`src/rtl/ups_load_scheduler.sv`:
```
// ups_load_scheduler: UPS outlet power scheduler with battery load shedding and restart debounce.
// Ports: clk_2 (clock), reset (sync, active-high), mains_ok (mains present),
//   req[NOUT] (outlet requests, index 0 highest priority), grant[NOUT] (registered enables),
//   on_battery, shutdown, charge[4] (battery charge), fail_count[4] (mains-loss events),
//   state[2] (MAINS=0, BATTERY=1, SHUTDOWN=2, RESTART=3).
// Define UPS_FAIL_COUNT_EN to implement fail_count; otherwise it is tied to 0.
module ups_load_scheduler #(
  parameter int NOUT = 4,
  parameter int LOW_THR = 3,
  parameter int RESTART_CYC = 3
) (
  input  logic            clk_2,
  input  logic            reset,
  input  logic            mains_ok,
  input  logic [NOUT-1:0] req,
  output logic [NOUT-1:0] grant,
  output logic            on_battery,
  output logic            shutdown,
  output logic [3:0]      charge,
  output logic [3:0]      fail_count,
  output logic [1:0]      state
);
  localparam int RW = $clog2(RESTART_CYC + 1);
  localparam logic [RW-1:0] RC = RW'(RESTART_CYC);
  localparam logic [3:0] LOW = 4'(LOW_THR);
  typedef enum logic [1:0] {MAINS, BATTERY, SHUTDOWN, RESTART} state_t;
  state_t state_q, state_d;
  logic [NOUT-1:0] grant_q, grant_d, lo1, lo2, cap;
  logic [3:0] charge_q, charge_d, charge_inc, charge_dec;
  logic [RW-1:0] rc_q, rc_d;
  logic [4:0] used;
  logic ok_chg;
  // Shed load by priority: keep the one or two lowest-index requests as charge falls.
  always_comb begin
    lo1 = req & (-req);
    lo2 = (req & ~lo1) & (-(req & ~lo1));
    cap = charge_q >= 4'd12 ? req : charge_q >= 4'd8 ? (lo1 | lo2) : lo1;
    ok_chg = charge_q >= LOW;
    charge_inc = charge_q == 4'd15 ? charge_q : charge_q + 4'd1;
    // Drain is charged for the outlets that were actually powered during the last cycle.
    used = 5'($countones(grant_q));
    charge_dec = used > {1'b0, charge_q} ? 4'd0 : 4'(({1'b0, charge_q} - used));
  end
  always_comb begin
    state_d = state_q;
    grant_d = '0;
    charge_d = charge_q;
    rc_d = rc_q;
    case (state_q)
      MAINS: begin
        if (mains_ok) begin
          grant_d = req;
          charge_d = charge_inc;
        end else begin
          state_d = ok_chg ? BATTERY : SHUTDOWN;
          grant_d = ok_chg ? cap : '0;
        end
      end
      BATTERY: begin
        if (mains_ok) begin
          state_d = MAINS;
          grant_d = req;
        end else if (ok_chg) begin
          grant_d = cap;
          charge_d = charge_dec;
        end else begin
          state_d = SHUTDOWN;
        end
      end
      SHUTDOWN: begin
        if (mains_ok) begin
          state_d = RESTART;
          rc_d = RW'(1);
          charge_d = charge_inc;
        end
      end
      RESTART: begin
        if (!mains_ok) begin
          state_d = SHUTDOWN;
          rc_d = '0;
        end else begin
          charge_d = charge_inc;
          state_d = (rc_q == RC && ok_chg) ? MAINS : RESTART;
          rc_d = (rc_q == RC) ? rc_q : rc_q + RW'(1);
        end
      end
    endcase
  end
  always_ff @(posedge clk_2) begin
    if (reset) begin
      state_q <= SHUTDOWN;
      grant_q <= '0;
      charge_q <= '0;
      rc_q <= '0;
    end else begin
      state_q <= state_d;
      grant_q <= grant_d;
      charge_q <= charge_d;
      rc_q <= rc_d;
    end
  end
`ifdef UPS_FAIL_COUNT_EN
  logic [3:0] fail_q, fail_d;
  always_comb fail_d = (state_q == MAINS && !mains_ok && fail_q != 4'd15) ? fail_q + 4'd1 : fail_q;
  always_ff @(posedge clk_2) begin
    if (reset) fail_q <= '0;
    else fail_q <= fail_d;
  end
  assign fail_count = fail_q;
`else
  assign fail_count = '0;
`endif
  assign grant = grant_q;
  assign charge = charge_q;
  assign state = state_q;
  assign on_battery = state_q == BATTERY;
  assign shutdown = state_q == SHUTDOWN || state_q == RESTART;
endmodule

```
`config.mk`:
```
export PLATFORM = sky130hd
export DESIGN_NAME = ups_load_scheduler
export DESIGN_NICKNAME = d
export VERILOG_FILES = /design/src/rtl/ups_load_scheduler.sv
export SDC_FILE = /design/constraint.sdc
export NUM_CORES = 1
export LEC_CHECK = 0
export ABC_AREA = 1
export CORE_ASPECT_RATIO = 1.25
export CORE_MARGIN = 2
export CORE_UTILIZATION = 52
export DETAILED_ROUTE_END_ITERATION = 16
export GPL_ROUTABILITY_DRIVEN = 0
export GPL_TIMING_DRIVEN = 0
export PLACE_DENSITY = 0.92
export SYNTH_ARGS = -nofsm -noshare
export SYNTH_HDL_FRONTEND = slang
export SYNTH_SLANG_ARGS = --single-unit
```
`constraint.sdc`:
```
create_clock -name clk_2 -period 6.5 [get_ports clk_2]
set_input_delay 1.3 -clock clk_2 [delete_from_list [all_inputs] [get_ports clk_2]]
set_output_delay 1.3 -clock clk_2 [all_outputs]
set_load 0.1 [all_outputs]
```
== Word-level counts from Yosys, hierarchy flattened ==
Cells that the tools add are included.
Widths: inputs -> output; s select.
Cells by class
  $add $sub $neg: 8
  $mul: 0
  div/mod/pow operators: 0
  $lt $le $gt $ge: 4
  equality and inequality tests: 13
  shifts and indexed selects: 0
  mux-type cells: 22
  bitwise logic cells: 6
  reduce and logical (&&, ||, !) cells: 10
Operator list (number)
  $mux 4: 9
  $mux 2: 10
  $and 4x4->4: 3
  $ge 4x4->1 const B: 2
  $ne 2x2->1 const B: 4
  $neg 4->4: 2
  $pmux 2 s4: 1
  $pmux 4 s2: 1
  $eq 2x2->1 const B: 3
  $ne 3x3->1 const B: 2
  $reduce_and 3->1: 2
  $add 1x1->2: 2
  $add 4x1->4 const B: 1
  $eq 4x4->1 const B: 1
  $ge 4x2->1 const B: 1
  $gt 3x4->1: 1
  $ne 2x1->1 const B: 2
  $not 4->4: 1
  $or 4x4->4: 1
  $pmux 2 s2: 1
  $reduce_and 4->1: 1
  $reduce_or 2->1: 2
  $sub 4x3->4: 1
  $add 2x2->3: 1
  8 further kinds: 8
Word-level totals
  flip-flop bits (word level): 12
  bits in latches: 0
  bits in writable memories: 0
  bits in read-only memories: 0
  output and inout port bits: 16
  memories kept: 0

== Longest topological paths before layout ==
Gate-level depths: netlist of run 1.
  depth in word-level cells: 11
  gate-level depth with buffers: 11

== Worst setup path before layout of run 1 ==
No wires, ideal clock.
  path kind: reg2out
  from: register state_q[1], in the netlist state[1]
  to: output port shutdown
  data arrival time: 2.377 ns
  data required time: 5.200 ns
  path slack: 2.823 ns
  cell stages (with the launch flop): 3
  path through: dfxtp_1 > buf_6 > dlygate4sd3_1
On the way
  cells in the longest elaborated chain, start to end: 2
Ends and longest elaborated chain
  from (decl): RTL line 27  | state_t state_q, state_d;
  from (signal assigned): RTL line 96  | state_q <= state_d;
  $eq 2x2->1: RTL line 117  | assign shutdown = state_q == SHUTDOWN || state_q == RESTART;
  $logic_or 1x1->1 *: RTL line 117
  to (decl): RTL line 18  | output logic shutdown,
Mark *: on every way between the ends. The rest lies on a longest branch, timed or not.

== Worst setup path after layout of run 1 ==
Ends and elaborated chain as after synthesis.

==> results.yml, run 1 <==
synth:
  avgSynthCellArea_um2: 7.099
  synth_area_um2: 958.4
  yosys_warnings: 0
  synthCells: 135
  synth_seq_cells: 12
  synth_cell_type_count: 26
  synth.yosys.seq_area_share_pct: 25.07
finish:
  multi_input_area_um2: 600.6
  drive_gt1_share_pct: 12.50
  insertedDiodeCount: 0
  post-route-util_pct: 69.37
  syn2layout_area_growth_pct: 26.24
  fill_cells: 140
  seqCellArea_um2: 240.2
  fin_nets: 178
hold_path:
  worstHoldPathType: "reg2reg"
floorplan:
  die_width_um: 42.40
  num_io_pins: 23
  num_rows: 17
  core_um2: 1744
  die_area_um2: 2205
  floorplan.initialDensity_pct: 54.95
  die_h_um: 52
routing:
  drt-total-wl_um: 2028
  via_per_inst: 5.246
  drc: 0
  drt-initial-drc-count: 17
  num_vias: 939
  wl_per_cell_um: 11.33
  firstDrtPassIters: 4
  antenna_left: 0
setup_path:
  endpoint_kind: "output pin"
  start_kind: "flop"
  crit_fanout: 9
  critical_path_class: "reg2out"
  cp.required_ns: 5.20
  cp.arrival_ns: 2.45
grt:
  grt_pass1_wl_um: 3601
  grt_antenna_before_repair: 0
  grt_max_degree: 10
  globalRouteOverflowTotal: 0
  grt_pass1_vias: 902
  grt_use_total_pct: 21.12
clocking:
  cts_tree: "built"
  path_clk_slew_ns: 0.08
  cts_root_buf: "clkbuf_4"
  cts_hold_buf: 0
  cts_buffer_depth: 2
  cts_max_level: 1
  numCtsBuffers: 3
  post_cts_resized: 0
  cts.sinks: 12
  cts_setup_buffers: 0
  clock_latency_ns: 0.28
sta:
  setup_viol: 0
  skew_ns: 0.0002456
  final_max_slew_viol_count: 0
  fin_crit_sh_pct: 57.66
  timing.fmax_ghz: 0.2668
  rsz0062_at_grt: "false"
  hold_violations: 0
  worst_pin_slew_ns: 0.9699
  max-slew-margin-rel_pct: 35.14
  period_needed_ns: 3.748
  tns_ns: 0
run:
  cap_violations: 0
pwr:
  peakVddDrop_mv: 0.1594
  power_density_nw_per_um2: 208.8
  p_total_mw: 0.2526
  leakage_nw: 0.5852
place:
  portBuffers: 18
  dp_hpwl_um: 1630
run_status:
  status: "finished, final reports clean"
-- state kept, by name, summed over array words and instances (netlist names) --
register  flops
grant         4
state         2
rc_q          2
charge        4
-- per-layer routing --
layer  GRT usage, %  vias to the layer above  routed length [um]
li1               -                      476                   -
met1          23.08                      422                 884
met5              0                        -                   0
met2          39.74                       35                 995
met3          5.208                        6                 121
met4          6.250                        0                  27
-- worst max-delay path: stages, from the launching register on --
cell and delay (ns):
dfxtp_1 0.35, buf_6 0.15, dlygate4sd3_1 0.54, clkdlybuf4s50_1 1.12
-- Yosys cell counts, drive strengths merged --
master / count / share of area (%)
fa: 2 / 4.2
conb: 1 / 0.39
a21oi: 9 / 5.1
dlygate4sd3: 1 / 1.0
nand3: 16 / 10
nor2: 15 / 5.9
nand3b: 2 / 1.6
ha: 8 / 10
inv: 17 / 7.7
dfxtp: 12 / 25
a31oi: 2 / 1.3
o21a: 1 / 0.78
o21ai: 9 / 4.7
buf: 5 / 4.3
clkinv: 1 / 0.39
xor2: 2 / 1.8
nand2: 32 / 15
-- layout by cell type, fill, tap and decap left out --
cell type	count
nand2_1	28
conb_1	4
o21ai_0	8
dlygate4sd3_1	1
inv_2	2
inv_6	2
nand2_4	3
clkinv_1	1
clkbuf_4	3
clkbuf_8	1
dfxtp_1	12
a21oi_1	8
nand2_2	1
nand3_1	14
a21oi_2	1
o21ai_1	1
xor2_1	2
a31oi_1	2
inv_1	13
nand3b_1	2
nand3_2	1
buf_4	4
nor2_1	15
fa_1	2
clkdlybuf4s50_1	18
buf_6	1
o21a_1	1
nand3_4	1
ha_1	8
-- stage by stage --
stage	cells	cell area [um^2]	setup slack, ns	hold slack, ns
final	179	1210	2.752	0.5222
after global routing	179	1210	2.685	0.5366
after CTS	179	1210	2.753	0.5237
after detailed placement	175	1174	3.059	0.5054
after global placement	175	1174	3.063	0.4744
after floorplan	138	969.7	2.823	0.4637
-- area by class of cell --
type,count,area share [%]
sequential,12,19.86
tap,19,1.965
buffer,6,4.240
inverter,18,6.412
multi-input combinational,102,49.64
clock buffer,4,2.999
timing repair buffer,18,14.89
-- where the power goes --
| group | internal (mW) | switching, mW | total, mW |
|---|---|---|---|
| Sequential | 0.0791 | 0.00734 | 0.0864 |
| Combinational | 0.0299 | 0.0753 | 0.105 |
| Clock | 0.0341 | 0.0269 | 0.0610 |
| Total | 0.143 | 0.110 | 0.253 |
-- path summary, 6_finish.rpt --
| path | startpoint | end | slack (ns) | cells after the start |
|---|---|---|---|---|
| worst min register to register | rc_q[0]$_SDFFE_PP0P_ | rc_q[0]$_SDFFE_PP0P_ | 0.52 | 1 |
| worst max-delay path | state[1]$_SDFFE_PP1P_ | shutdown | 2.75 | 3 |
| worst max register to register | grant[0]$_SDFF_PP0_ | charge[1]$_SDFFE_PP0P_ | 4.07 | 11 |
| worst min-delay path | rc_q[0]$_SDFFE_PP0P_ | rc_q[0]$_SDFFE_PP0P_ | 0.52 | 1 |
-- kinds of logic (layout without fill, tap and decap cells) --
group,Yosys count,in the layout,synth area share [%]
compound gates,21,21,11.88
xor+xnor,2,2,1.828
fa+ha+maj,10,10,14.62
buf+inv,24,46,13.45
flops,12,12,25.07
other cells,1,4,0.3913
simple gates,65,65,32.77
Power figures use the tool's default switching activity.
==> run 2, diff against run 1 <==
--- a/config.mk
+++ b/config.mk
@@ -8,11 +8,11 @@
 export ABC_AREA = 1
 export CORE_ASPECT_RATIO = 1.25
 export CORE_MARGIN = 2
-export CORE_UTILIZATION = 52
+export CORE_UTILIZATION = 48
 export DETAILED_ROUTE_END_ITERATION = 16
 export GPL_ROUTABILITY_DRIVEN = 0
 export GPL_TIMING_DRIVEN = 0
-export PLACE_DENSITY = 0.92
+export PLACE_DENSITY = 0.87
 export SYNTH_ARGS = -nofsm -noshare
 export SYNTH_HDL_FRONTEND = slang
 export SYNTH_SLANG_ARGS = --single-unit
==> constraint.sdc (replaced) <==
create_clock -name clk_2 -period 3.65 [get_ports clk_2]
set_input_delay 0.73 -clock clk_2 [delete_from_list [all_inputs] [get_ports clk_2]]
set_output_delay 0.73 -clock clk_2 [all_outputs]
set_load 0.1 [all_outputs]
==> run 2 against run 1 <==
Against the previous run: via count up 4.8%; critical path depth unchanged; sequential cell count unchanged; clock skew about the same; count of clock-buffer cells in the layout down 1; non-clock buffer count unchanged; core utilization down 7.5 points; first-iteration DRC count up 24%; wire length up 13%; worst setup slack worse by 2.3 ns; combinational power up 81%; global-route usage up 0.32 points; largest power group unchanged; highest routed layer unchanged.
==> results.yml, run 2 (synthesis gave the netlist of run 1 again) <==
run_status:
  status: "finished, final reports clean"
routing:
  drt-initial-drc-count: 21
  antenna_left: 0
  wl_per_cell_um: 12.83
  via_per_inst: 5.497
  num_vias: 984
  drt-total-wl_um: 2297
  drc: 0
  firstDrtPassIters: 6
finish:
  fill_cells: 156
  drive_gt1_share_pct: 11.95
  final_cell_mix: "nand2_1 (28), clkdlybuf4s50_1 (18), nor2_1 (15), nand3_1 (14), inv_1 (13)"
  final_area_um2: 1197
  post-route-util_pct: 61.82
  syn2layout_area_growth_pct: 24.93
  final_common_cell: "nand2_1"
  insertedDiodeCount: 0
  fin_nets: 178
setup_path:
  start_kind: "flop"
  endpoint_kind: "output pin"
  critical_path_class: "reg2out"
  cp.required_ns: 2.92
  crit_fanout: 9
  r2r_slack_ns: 1.20
  cp.arrival_ns: 2.47
sta:
  fin_crit_sh_pct: 87.62
  setup_viol: 0
  hold_violations: 0
  timing.fmax_ghz: 0.3127
  hold-worst-slack_ns: 0.5179
  final_max_slew_viol_count: 0
  tns_ns: 0
  rsz0062_at_grt: "false"
  final.setup.worst_slack_ns: 0.4519
  max-slew-margin-rel_pct: 34.80
  worst_pin_slew_ns: 0.9750
  skew_ns: 0.0006486
  period_needed_ns: 3.198
hold_path:
  worstHoldPathType: "reg2reg"
floorplan:
  num_rows: 18
  die_width_um: 43.97
  die_h_um: 53.96
  floorplan.initialDensity_pct: 49.48
  core_um2: 1937
  num_io_pins: 23
  die_area_um2: 2372
clocking:
  cts_buffer_depth: 2
  cts_root_buf: "clkbuf_4"
  cts_max_level: 1
  cts.sinks: 12
  cts_setup_buffers: 0
  numCtsBuffers: 3
  post_cts_resized: 0
  path_clk_slew_ns: 0.07
  cts_tree: "built"
  cts_hold_buf: 0
  clock_latency_ns: 0.27
grt:
  grt_pass1_wl_um: 3808
  grt_max_degree: 10
  globalRouteOverflowTotal: 0
  grt_pass1_vias: 955
  grt_use_total_pct: 21.44
  grt_antenna_before_repair: 0
place:
  place_area_um2: 1175
  dp_hpwl_um: 1854
  portBuffers: 18
  place_ws_ns: 0.7391
pwr:
  power_density_nw_per_um2: 356.5
  peakVddDrop_mv: 0.1743
  leakage_nw: 0.5780
run:
  cap_violations: 0
[run 2: path summary, 6_finish.rpt]
| kind | startpoint | to | cells past startpoint |
|---|---|---|---|
| worst max-delay path | state[1]$_SDFFE_PP1P_ | shutdown | 3 |
| worst min-delay path | rc_q[0]$_SDFFE_PP0P_ | rc_q[0]$_SDFFE_PP0P_ | 1 |
| worst max register to register | grant[0]$_SDFF_PP0_ | charge[1]$_SDFFE_PP0P_ | 11 |
| worst min register to register | rc_q[0]$_SDFFE_PP0P_ | rc_q[0]$_SDFFE_PP0P_ | 1 |
[run 2: area by class of cell]
class                   count  area [um^2]  share of cell area, %
plain buffers               6        51.30                  4.284
clock buffers               3        22.52                  1.881
inverters                  18        77.57                  6.479
multi-input cells         102        600.6                  50.16
flip-flops and latches     12        240.2                  20.06
well taps                  20        25.02                  2.090
repair buffers             18        180.2                  15.05
[run 2: metal layers]
metal	up-vias	part of all wire, %	track usage, %
met1	457	38	22.13
met4	0	4.1	13.64
met3	12	3.8	2.349
met2	34	54	40.44
met5	-	0	0
li1	481	-	-
[run 2: critical path, cell delays in order (launching register included)]
cell             delay, ns
dfxtp_1               0.36
buf_6                 0.16
dlygate4sd3_1         0.55
clkdlybuf4s50_1       1.13
[run 2: power breakdown]
part           leakage (nW)  total, mW  switching [mW]  internal, mW
clock network        0.0138     0.0832          0.0450        0.0382
logic                 0.466      0.190           0.136        0.0536
registers            0.0983      0.154          0.0128         0.141
total                 0.578      0.427           0.194         0.233
[run 2: through the flow]
| step | std cells | power (mW) |
|---|---|---|
| 6_report | 179 | 0.4269 |
| 5_1_grt | 179 | 0.4491 |
| 4_1_cts | 179 | 0.4279 |
| 3_5_place_dp | 176 | 0.3452 |
| 3_3_place_gp | 176 | 0.3388 |
| 2_1_floorplan | 138 | 0.3032 |
